[config.mk]
export PLATFORM = sky130hd
export DESIGN_NAME = instruction_loader_flat
export DESIGN_NICKNAME = d
export VERILOG_FILES = /design/src/rtl/instruction_loader_if.sv /design/src/rtl/instruction_loader.sv /design/src/flat_wrapper.sv
export SDC_FILE = /design/constraint.sdc
export NUM_CORES = 1
export LEC_CHECK = 0
export ABC_AREA = 1
export BUFFER_PORTS_ARGS = -buffer_cell sky130_fd_sc_hd__buf_2
export CORE_ASPECT_RATIO = 1.1
export CORE_UTILIZATION = 54
export DETAILED_ROUTE_END_ITERATION = 7
export PLACE_DENSITY = 0.77
export SYNTH_ARGS = -nofsm -noshare
export SYNTH_HDL_FRONTEND = slang
export SYNTH_SLANG_ARGS = --single-unit
[constraint.sdc]
create_clock -name CLK -period 3.6 [get_ports CLK]
set_input_delay 0.18 -clock CLK [delete_from_list [all_inputs] [get_ports CLK]]
set_output_delay 0.18 -clock CLK [all_outputs]
set_load 0.02 [all_outputs]
[src/rtl/instruction_loader_if.sv]
// Byte-stream and memory-write bundle for the boot-time instruction loader.
// Latency: none, wires only.
// Backpressure: InReady qualifies InValid; the memory write side cannot stall.
interface instruction_loader_if #(
    parameter int unsigned ADDR_W = 32
);
    logic              Start;
    logic [7:0]        InByte;
    logic              InValid;
    logic              InReady;
    logic              WrEn;
    logic [ADDR_W-1:0] WrAddr;
    logic [7:0]        WrData;
    logic              Busy;
    logic              Done;
    logic              Error;
    logic              CpuHold;
    logic [15:0]       WordCount;

    // Host / debug side that sources the framed byte stream.
    modport master (
        output Start, InByte, InValid,
        input  InReady, WrEn, WrAddr, WrData, Busy, Done, Error, CpuHold, WordCount
    );

    // Loader side.
    modport slave (
        input  Start, InByte, InValid,
        output InReady, WrEn, WrAddr, WrData, Busy, Done, Error, CpuHold, WordCount
    );
endinterface

[src/rtl/instruction_loader.sv]
// Boot loader: takes a LEN_HI/LEN_LO/payload/CSUM frame and writes payload bytes big-endian into imem.
// Latency: one cycle from an accepted payload byte to its WrEn pulse; status one cycle after CSUM.
// Backpressure: InReady is high in every frame-receiving state; the loader never stalls mid-frame.
module instruction_loader #(
    parameter int unsigned MEM_BYTES = 100,
    parameter int unsigned BASE_ADDR = 0,
    parameter int unsigned ADDR_W    = 32
) (
    input  logic                CLK,
    input  logic                Reset,
    instruction_loader_if.slave bus
);

    // Wide enough that BASE_ADDR + 4*len can never wrap.
    localparam int unsigned EW = ADDR_W + 19;

    typedef enum logic [2:0] {
        S_IDLE,
        S_LEN_HI,
        S_LEN_LO,
        S_DATA,
        S_CSUM,
        S_DONE,
        S_ERR
    } state_t;

    state_t            state_q;
    logic [15:0]       word_count_q;
    logic [7:0]        csum_q;
    logic [17:0]       idx_q;
    logic              wr_en_q;
    logic [ADDR_W-1:0] wr_addr_q;
    logic [7:0]        wr_data_q;
    logic              done_q;
    logic              error_q;
    logic              cpu_hold_q;

    logic              in_ready_d;
    logic              xfer_d;
    logic [15:0]       len_d;
    logic [EW-1:0]     end_d;
    logic [17:0]       last_idx_d;

    assign in_ready_d = (state_q == S_LEN_HI) || (state_q == S_LEN_LO) ||
                        (state_q == S_DATA)   || (state_q == S_CSUM);
    assign xfer_d     = bus.InValid && in_ready_d;
    // Full length as it will be once the LEN_LO byte lands.
    assign len_d      = {word_count_q[15:8], bus.InByte};
    assign end_d      = EW'(BASE_ADDR) + EW'({len_d, 2'b00});
    assign last_idx_d = {word_count_q, 2'b00} - 18'd1;

    // Frame-parsing state machine; all status and write-port outputs are registered here.
    always_ff @(posedge CLK or posedge Reset) begin
        if (Reset) begin
            state_q      <= S_IDLE;
            word_count_q <= '0;
            csum_q       <= '0;
            idx_q        <= '0;
            wr_en_q      <= 1'b0;
            wr_addr_q    <= '0;
            wr_data_q    <= '0;
            done_q       <= 1'b0;
            error_q      <= 1'b0;
            cpu_hold_q   <= 1'b1;
        end else begin
            wr_en_q <= 1'b0;
            case (state_q)
                S_IDLE, S_DONE, S_ERR: begin
                    if (bus.Start) begin
                        state_q    <= S_LEN_HI;
                        done_q     <= 1'b0;
                        error_q    <= 1'b0;
                        csum_q     <= '0;
                        idx_q      <= '0;
                        cpu_hold_q <= 1'b1;
                    end
                end
                S_LEN_HI: begin
                    if (xfer_d) begin
                        word_count_q[15:8] <= bus.InByte;
                        state_q            <= S_LEN_LO;
                    end
                end
                S_LEN_LO: begin
                    if (xfer_d) begin
                        word_count_q[7:0] <= bus.InByte;
                        if (len_d == 16'd0) begin
                            state_q <= S_CSUM;
                        end else if (end_d > EW'(MEM_BYTES)) begin
                            // Frame would overrun the array: refuse before any byte is written.
                            state_q <= S_ERR;
                            error_q <= 1'b1;
                        end else begin
                            state_q <= S_DATA;
                        end
                    end
                end
                S_DATA: begin
                    if (xfer_d) begin
                        wr_en_q   <= 1'b1;
                        wr_addr_q <= ADDR_W'(BASE_ADDR) + ADDR_W'(idx_q);
                        wr_data_q <= bus.InByte;
                        csum_q    <= csum_q ^ bus.InByte;
                        idx_q     <= idx_q + 18'd1;
                        if (idx_q == last_idx_d) begin
                            state_q <= S_CSUM;
                        end
                    end
                end
                S_CSUM: begin
                    if (xfer_d) begin
                        if (bus.InByte == csum_q) begin
                            state_q    <= S_DONE;
                            done_q     <= 1'b1;
                            cpu_hold_q <= 1'b0;
                        end else begin
                            state_q <= S_ERR;
                            error_q <= 1'b1;
                        end
                    end
                end
                default: begin
                    state_q <= S_IDLE;
                end
            endcase
        end
    end

    assign bus.InReady   = in_ready_d;
    // The last WrEn pulse overlaps the CSUM state, but keep Busy tied to it explicitly.
    assign bus.Busy      = in_ready_d || wr_en_q;
    assign bus.WrEn      = wr_en_q;
    assign bus.WrAddr    = wr_addr_q;
    assign bus.WrData    = wr_data_q;
    assign bus.Done      = done_q;
    assign bus.Error     = error_q;
    assign bus.CpuHold   = cpu_hold_q;
    assign bus.WordCount = word_count_q;

endmodule

[src/flat_wrapper.sv]
// flat-port wrapper written by rule: the top's interface ports become plain ports
module instruction_loader_flat 
#(
    parameter int unsigned MEM_BYTES = 100,
    parameter int unsigned BASE_ADDR = 0,
    parameter int unsigned ADDR_W    = 32
)
  (CLK, Reset, bus_Start, bus_InByte, bus_InValid, bus_InReady, bus_WrEn, bus_WrAddr, bus_WrData, bus_Busy, bus_Done, bus_Error, bus_CpuHold, bus_WordCount);
  instruction_loader_if #(.ADDR_W(ADDR_W)) bus_i ();
  input  logic CLK;
  input  logic Reset;
  input wire logic [$bits(bus_i.Start)-1:0] bus_Start;
  input wire logic [$bits(bus_i.InByte)-1:0] bus_InByte;
  input wire logic [$bits(bus_i.InValid)-1:0] bus_InValid;
  output wire logic [$bits(bus_i.InReady)-1:0] bus_InReady;
  output wire logic [$bits(bus_i.WrEn)-1:0] bus_WrEn;
  output wire logic [$bits(bus_i.WrAddr)-1:0] bus_WrAddr;
  output wire logic [$bits(bus_i.WrData)-1:0] bus_WrData;
  output wire logic [$bits(bus_i.Busy)-1:0] bus_Busy;
  output wire logic [$bits(bus_i.Done)-1:0] bus_Done;
  output wire logic [$bits(bus_i.Error)-1:0] bus_Error;
  output wire logic [$bits(bus_i.CpuHold)-1:0] bus_CpuHold;
  output wire logic [$bits(bus_i.WordCount)-1:0] bus_WordCount;
  assign bus_i.Start = bus_Start;
  assign bus_i.InByte = bus_InByte;
  assign bus_i.InValid = bus_InValid;
  assign bus_InReady = bus_i.InReady;
  assign bus_WrEn = bus_i.WrEn;
  assign bus_WrAddr = bus_i.WrAddr;
  assign bus_WrData = bus_i.WrData;
  assign bus_Busy = bus_i.Busy;
  assign bus_Done = bus_i.Done;
  assign bus_Error = bus_i.Error;
  assign bus_CpuHold = bus_i.CpuHold;
  assign bus_WordCount = bus_i.WordCount;
  instruction_loader #(.MEM_BYTES(MEM_BYTES), .BASE_ADDR(BASE_ADDR), .ADDR_W(ADDR_W)) u_core (.CLK(CLK), .Reset(Reset), .bus(bus_i));
endmodule
**Yosys cells after proc, flatten, opt, wreduce, memory -nomap -nowiden**

Cells that the tools add are included.
Widths: inputs -> output; s select.

- $add $sub $neg: 2
- Reductions and logical operators: 18
- $lt $le $gt $ge: 1
- Mux-type cells: 32
- Equality and inequality tests: 18
- Bitwise gates (word level): 1

Operators by type and width:

| kind | number |
|---|---|
| $mux 18 | 2 |
| $pmux 18 s2 | 1 |
| $mux 3 | 8 |
| $add 18x1->18 const B | 1 |
| $eq 18x18->1 | 1 |
| $gt 18x7->1 const B | 1 |
| $sub 18x1->18 const B | 1 |
| $logic_not 16->1 | 1 |
| $mux 8 | 2 |
| $pmux 8 s2 | 1 |
| $pmux 3 s5 | 1 |
| $mux 1 | 13 |
| $ne 2x2->1 const B | 6 |
| $eq 3x3->1 const B | 3 |
| $eq 8x8->1 | 1 |
| $ne 2x1->1 const B | 4 |
| $xor 8x8->8 | 1 |
| $reduce_and 7->1 | 1 |
| $eq 3x2->1 const B | 2 |
| $reduce_and 2->1 | 3 |
| $reduce_and 6->1 | 1 |
| $logic_or 1x1->1 | 4 |
| $pmux 1 s2 | 2 |
| $reduce_and 4->1 | 1 |
| other kinds (9) | 10 |

- Bits of input ports: 12
- Output and inout port bits: 62
- Bits in registers: 75

**Logic depth before layout (Yosys ltp)**

- Depth in word-level cells: 7
- Depth in mapped cells: 16
- Mapped depth without buffers: 16

**Worst setup path before layout**

OpenSTA, ideal clock, no wires.

- Kind: register -> register
- Start point: reg u_core.word_count_q[0], in the netlist u_core.bus.WordCount[0]
- End point: reg u_core.state_q[0]
- Arrival: 1.703 ns
- Buffers on the path: 0
- Library setup time: 0.117 ns
- Slack: 1.781 ns
- Required time: 3.483 ns
- Stages on the path, launching flop included: 16
- Path through: dfrtp_1 -> inv_2 -> ha_1 -> nand2_1 -> nor2_4 -> nand2_1 -> nand2_1 -> nand2_1 -> nand2_1 -> nand3_1 -> nor2_1 -> nand2_1 -> nand2_2 -> nand2_2 -> nand2_1 -> nand2_1

- Cells in the longest elaborated chain, start to end: 4

Ends and longest elaborated chain:

| element | line | RTL |
|---|---|---|
| start: declaration | instruction_loader.sv:28 | `logic [15:0] word_count_q;` |
| start signal: assignment | instruction_loader.sv:86 | `word_count_q[7:0] <= bus.InByte;` |
| $sub 18x1->18 | instruction_loader.sv:50 | `assign last_idx_d = {word_count_q, 2'b00} - 18'd1;` |
| $eq 18x18->1 | instruction_loader.sv:105 | `if (idx_q == last_idx_d) begin` |
| $ne 2x2->1 (no line) | - |  |
| $reduce_and 6->1 (no line) | - |  |
| end signal: assignment | instruction_loader.sv:55 | `state_q <= S_IDLE;` |
| end signal: assignment | instruction_loader.sv:106 | `state_q <= S_CSUM;` |
| end signal: assignment | instruction_loader.sv:113 | `state_q <= S_DONE;` |
| end: declaration | instruction_loader.sv:27 | `state_t state_q;` |

No other way between the ends.
A chain may end at the register's enable or synchronous reset.

**Final worst setup path**

- Start point: reg u_core.word_count_q[1], in the netlist u_core.bus.WordCount[1]
- End point: reg u_core.state_q[2]

The elaborated chain is that of the path after synthesis.

==> impl_results.md <==
* Violation count after the first detailed-routing iteration at 186
* Filler Cell Count at 709
* Diodes inserted at 0
* Area Growth Syn to Fin at 13.7%
* DP Area at 0.00454 mm2
* Die Wd at 86.1 um
* Mux share of post-synthesis cell area at 0
* Status: completed
* Pre-antenna DRT Iters at 4
* Post-synth EDFFs at 0
* First-pass GRT wire length at 17.0 mm
* Crit end category: flop
* Sink Count at 75
* Ys async rst share at 1.00
* Syn avg cell area at 7.64 um2
* Unrepaired setup endpoints after global routing: false
* Final setup viols at 0
* Placed Instances at 703
* TritonCTS clock tree: done
* Max Slew Vio Count at 0
* Initial antenna violation count at 0
* Worst-path clk slew at 0.08 ns
* Leak pwr at 2.42 nW
* GRT Resource Usage Total at 0.273
* H-tree levels at 3
* Setup CP Type: reg -> reg
* CTS Buf Count at 9
* Later-pin clock latency in the skew report at 0.36 ns
* Data required, critical path at 3.86 ns
* Final Cycle Share at 0.560
* Sequential Area at 0.00188 mm2
* Synth warn at 0
* Fin Clk Skew at 0.00873 ns
* Final non-filler cell total at 720
* Simple-Gate Fraction of Synth Area at 0.295
* Minimum clock period at 2.02 ns
* Post-synth top area share at 0.440
* Number of global-route vias before repair at 3,650
* Multi-input gate area at 0.00196 mm2
* NumNets Final at 624
* Detail Route Antenna Nets at 0
* Post-synthesis adder-cell area fraction at 0.00595
* Final routed DRC violation total at 0
* Core ar. at 0.00751 mm2
* Min-delay worst type: in -> reg
* Grt total ovfl at 0
* Die height at 94.5 um
* Via density at 5.17
* Register area share after synthesis at 0.447
* Crit path max fanout at 7
* WP data arrival at 2.27 ns
* Top-Level Pins at 74
* Final Routed Wirelength at 10.1 mm
* Peak supply drop at 532 uV
* Total number of vias at 3,719
* Setup TNS at 0 ns
* Synth top area cells: dfrtp_1 44%, nand2_1 14%, o21ai_0 6.4%
* Largest area contributor in the netlist: dfrtp_1
* Startpoint types: flop
* Most used DFF post-synth: dfrtp_1
* Mapped cell area at 0.00420 mm2
* FF+latch count, synth at 75
* Maxcap violations at 0
* DR WL/cell at 14.1 um
* Pwr Density at 770 mW/mm2
* Largest family of logic cells by synthesized area: simple AND/OR/NAND/NOR gates
* F_max at 0.496 GHz
* Setup Fix Bufs, Post-CTS at 0
* Initial core utilization at 0.559
* RePlAce Congestion at 0.930
* Clock tree buffer depth at 2
* Final Instance Area at 0.00478 mm2
* Number of port buffers at 59
* Detailed placement HPWL at 7.41 mm
* Final Hold Viols at 0
* Total Power at 3.68 mW
* Hold slack final at 0.154 ns
* Layout cell share with drive strength beyond 1 at 0.184
* Synth cell types at 34
* Area fraction in compound gates after synthesis at 0.101
* Clock tree root buffer cell: clkbuf_8
* DIE AREA at 0.00814 mm2
* Row count at 33
* Largest net degree at the start of global routing at 57
* Post-Synthesis Cells at 550
* Synth Area in XOR/XNOR at 0.0500
-- power breakdown --
group	switching (mW)	internal (mW)	total (mW)
Sequential	0.240	1.05	1.29
Combinational	1.12	0.529	1.65
Clock	0.317	0.425	0.742
Total	1.67	2.00	3.68
-- timing repair --
| item | in CTS | in global routing |
|---|---|---|
| endpoints found under the setup margin | 0 | 0 |
| hold buffers | 1 | 0 |
| hold endpoints to repair | 11 | 0 |
| gates resized for setup | 0 | 0 |
-- routing by layer --
metal | wire length [um] | part of all wire | vias up | track usage
met5 | 0 | 0 | - | 0
met1 | 4630 | 0.46 | 1766 | 0.346
li1 | - | - | 1841 | -
met3 | 419 | 0.041 | 20 | 0.0455
met2 | 4860 | 0.48 | 92 | 0.456
met4 | 231 | 0.023 | 0 | 0.128
-- logic make-up after synthesis --
group           after synthesis
fa+ha+maj                     2
buf+inv                      96
flops                        75
compound gates               79
simple gates                273
other cells                   1
xor+xnor                     24
-- synthesized netlist by cell type, types with 6 or more instances --
| library cell | number |
|---|---|
| dfrtp_1 | 74 |
| xnor2_1 | 10 |
| clkbuf_1 | 8 |
| nor2_2 | 6 |
| nand4_1 | 10 |
| o31ai_1 | 7 |
| inv_2 | 6 |
| o21ai_0 | 54 |
| inv_1 | 63 |
| nor3_1 | 13 |
| xor2_1 | 14 |
| nor2_1 | 39 |
| nand3_1 | 24 |
| nand2_1 | 152 |
| nand2_2 | 7 |
| a21oi_1 | 7 |
| buf_4 | 14 |
-- sequential cells by signal, summed over array words and instances, names as in the netlist --
signal	flops
u_core.bus.Done	1
u_core.bus.Error	1
u_core.bus.WrEn	1
u_core.idx_q	18
u_core.state_q	3
u_core.bus.WrAddr	18
u_core.bus.WordCount	16
u_core.csum_q	8
u_core.bus.WrData	8
u_core.bus.CpuHold	1
-- worst paths after layout --
path,start,endpoint,slack [ns],cells past startpoint
max in group asynchronous,Reset,u_core.bus.WordCount[13]$_DFFE_PP0P_,2.53,4
worst min register to register,u_core.bus.WrAddr[5]$_DFFE_PP0P_,u_core.bus.WrAddr[5]$_DFFE_PP0P_,0.48,2
min in group asynchronous,Reset,u_core.idx_q[0]$_DFFE_PP0P_,0.29,3
worst max register to register,u_core.bus.WordCount[1]$_DFFE_PP0P_,u_core.state_q[2]$_DFFE_PP0P_,1.58,15
worst max-delay path,u_core.bus.WordCount[1]$_DFFE_PP0P_,u_core.state_q[2]$_DFFE_PP0P_,1.58,15
worst min-delay path,bus_InByte[5],u_core.csum_q[5]$_DFFE_PP0P_,0.15,4
-- metrics by stage --
stage / util / setup slack [ns]
2_1_floorplan: - / 1.51
5_1_grt: 0.636 / 1.30
6_report: 0.636 / 1.58
3_3_place_gp: 0.604 / 1.72
3_5_place_dp: 0.604 / 1.61
4_1_cts: 0.636 / 1.59
-- worst max-delay path, cell delays in order, from the launching register on --
cell,delay (ns)
dfrtp_1,0.41
inv_1,0.13
ha_1,0.21
nand2_1,0.14
nor2_4,0.21
nand3_2,0.08
nand2_1,0.06
nand2_1,0.05
nor2_1,0.10
nand2_1,0.05
nor2_1,0.09
nand2_1,0.10
nand2_2,0.11
nand2_2,0.07
nand2_1,0.06
nand2_1,0.05
-- cell type report --
cell class / count / area share
timing repair buffer: 63 / 0.0686
multi-input combinational: 392 / 0.409
tap: 105 / 0.0275
clock buffer: 11 / 0.0317
inverter: 69 / 0.0542
clock inverter: 5 / 0.0157
sequential: 75 / 0.393
-- layout by cell type (no fill, tap or decap), types with 3 or more instances in the layout --
| cell | instances |
|---|---|
| inv_2 | 7 |
| xnor2_1 | 10 |
| nand2_1 | 152 |
| o21ai_0 | 54 |
| dfrtp_1 | 74 |
| nand3_1 | 24 |
| or2_2 | 3 |
| nor2_2 | 6 |
| nor2_1 | 39 |
| inv_1 | 62 |
| conb_1 | 14 |
| clkinv_2 | 3 |
| o31ai_1 | 7 |
| o21a_1 | 3 |
| clkbuf_8 | 11 |
| nor3_1 | 13 |
| a21oi_1 | 7 |
| buf_4 | 3 |
| nand2_2 | 7 |
| nand3b_1 | 5 |
| nand4_1 | 10 |
| buf_2 | 59 |
| nor2_4 | 5 |
| o21ai_1 | 5 |
| xor2_1 | 14 |
No activity file was read; power rests on OpenSTA's default activity.
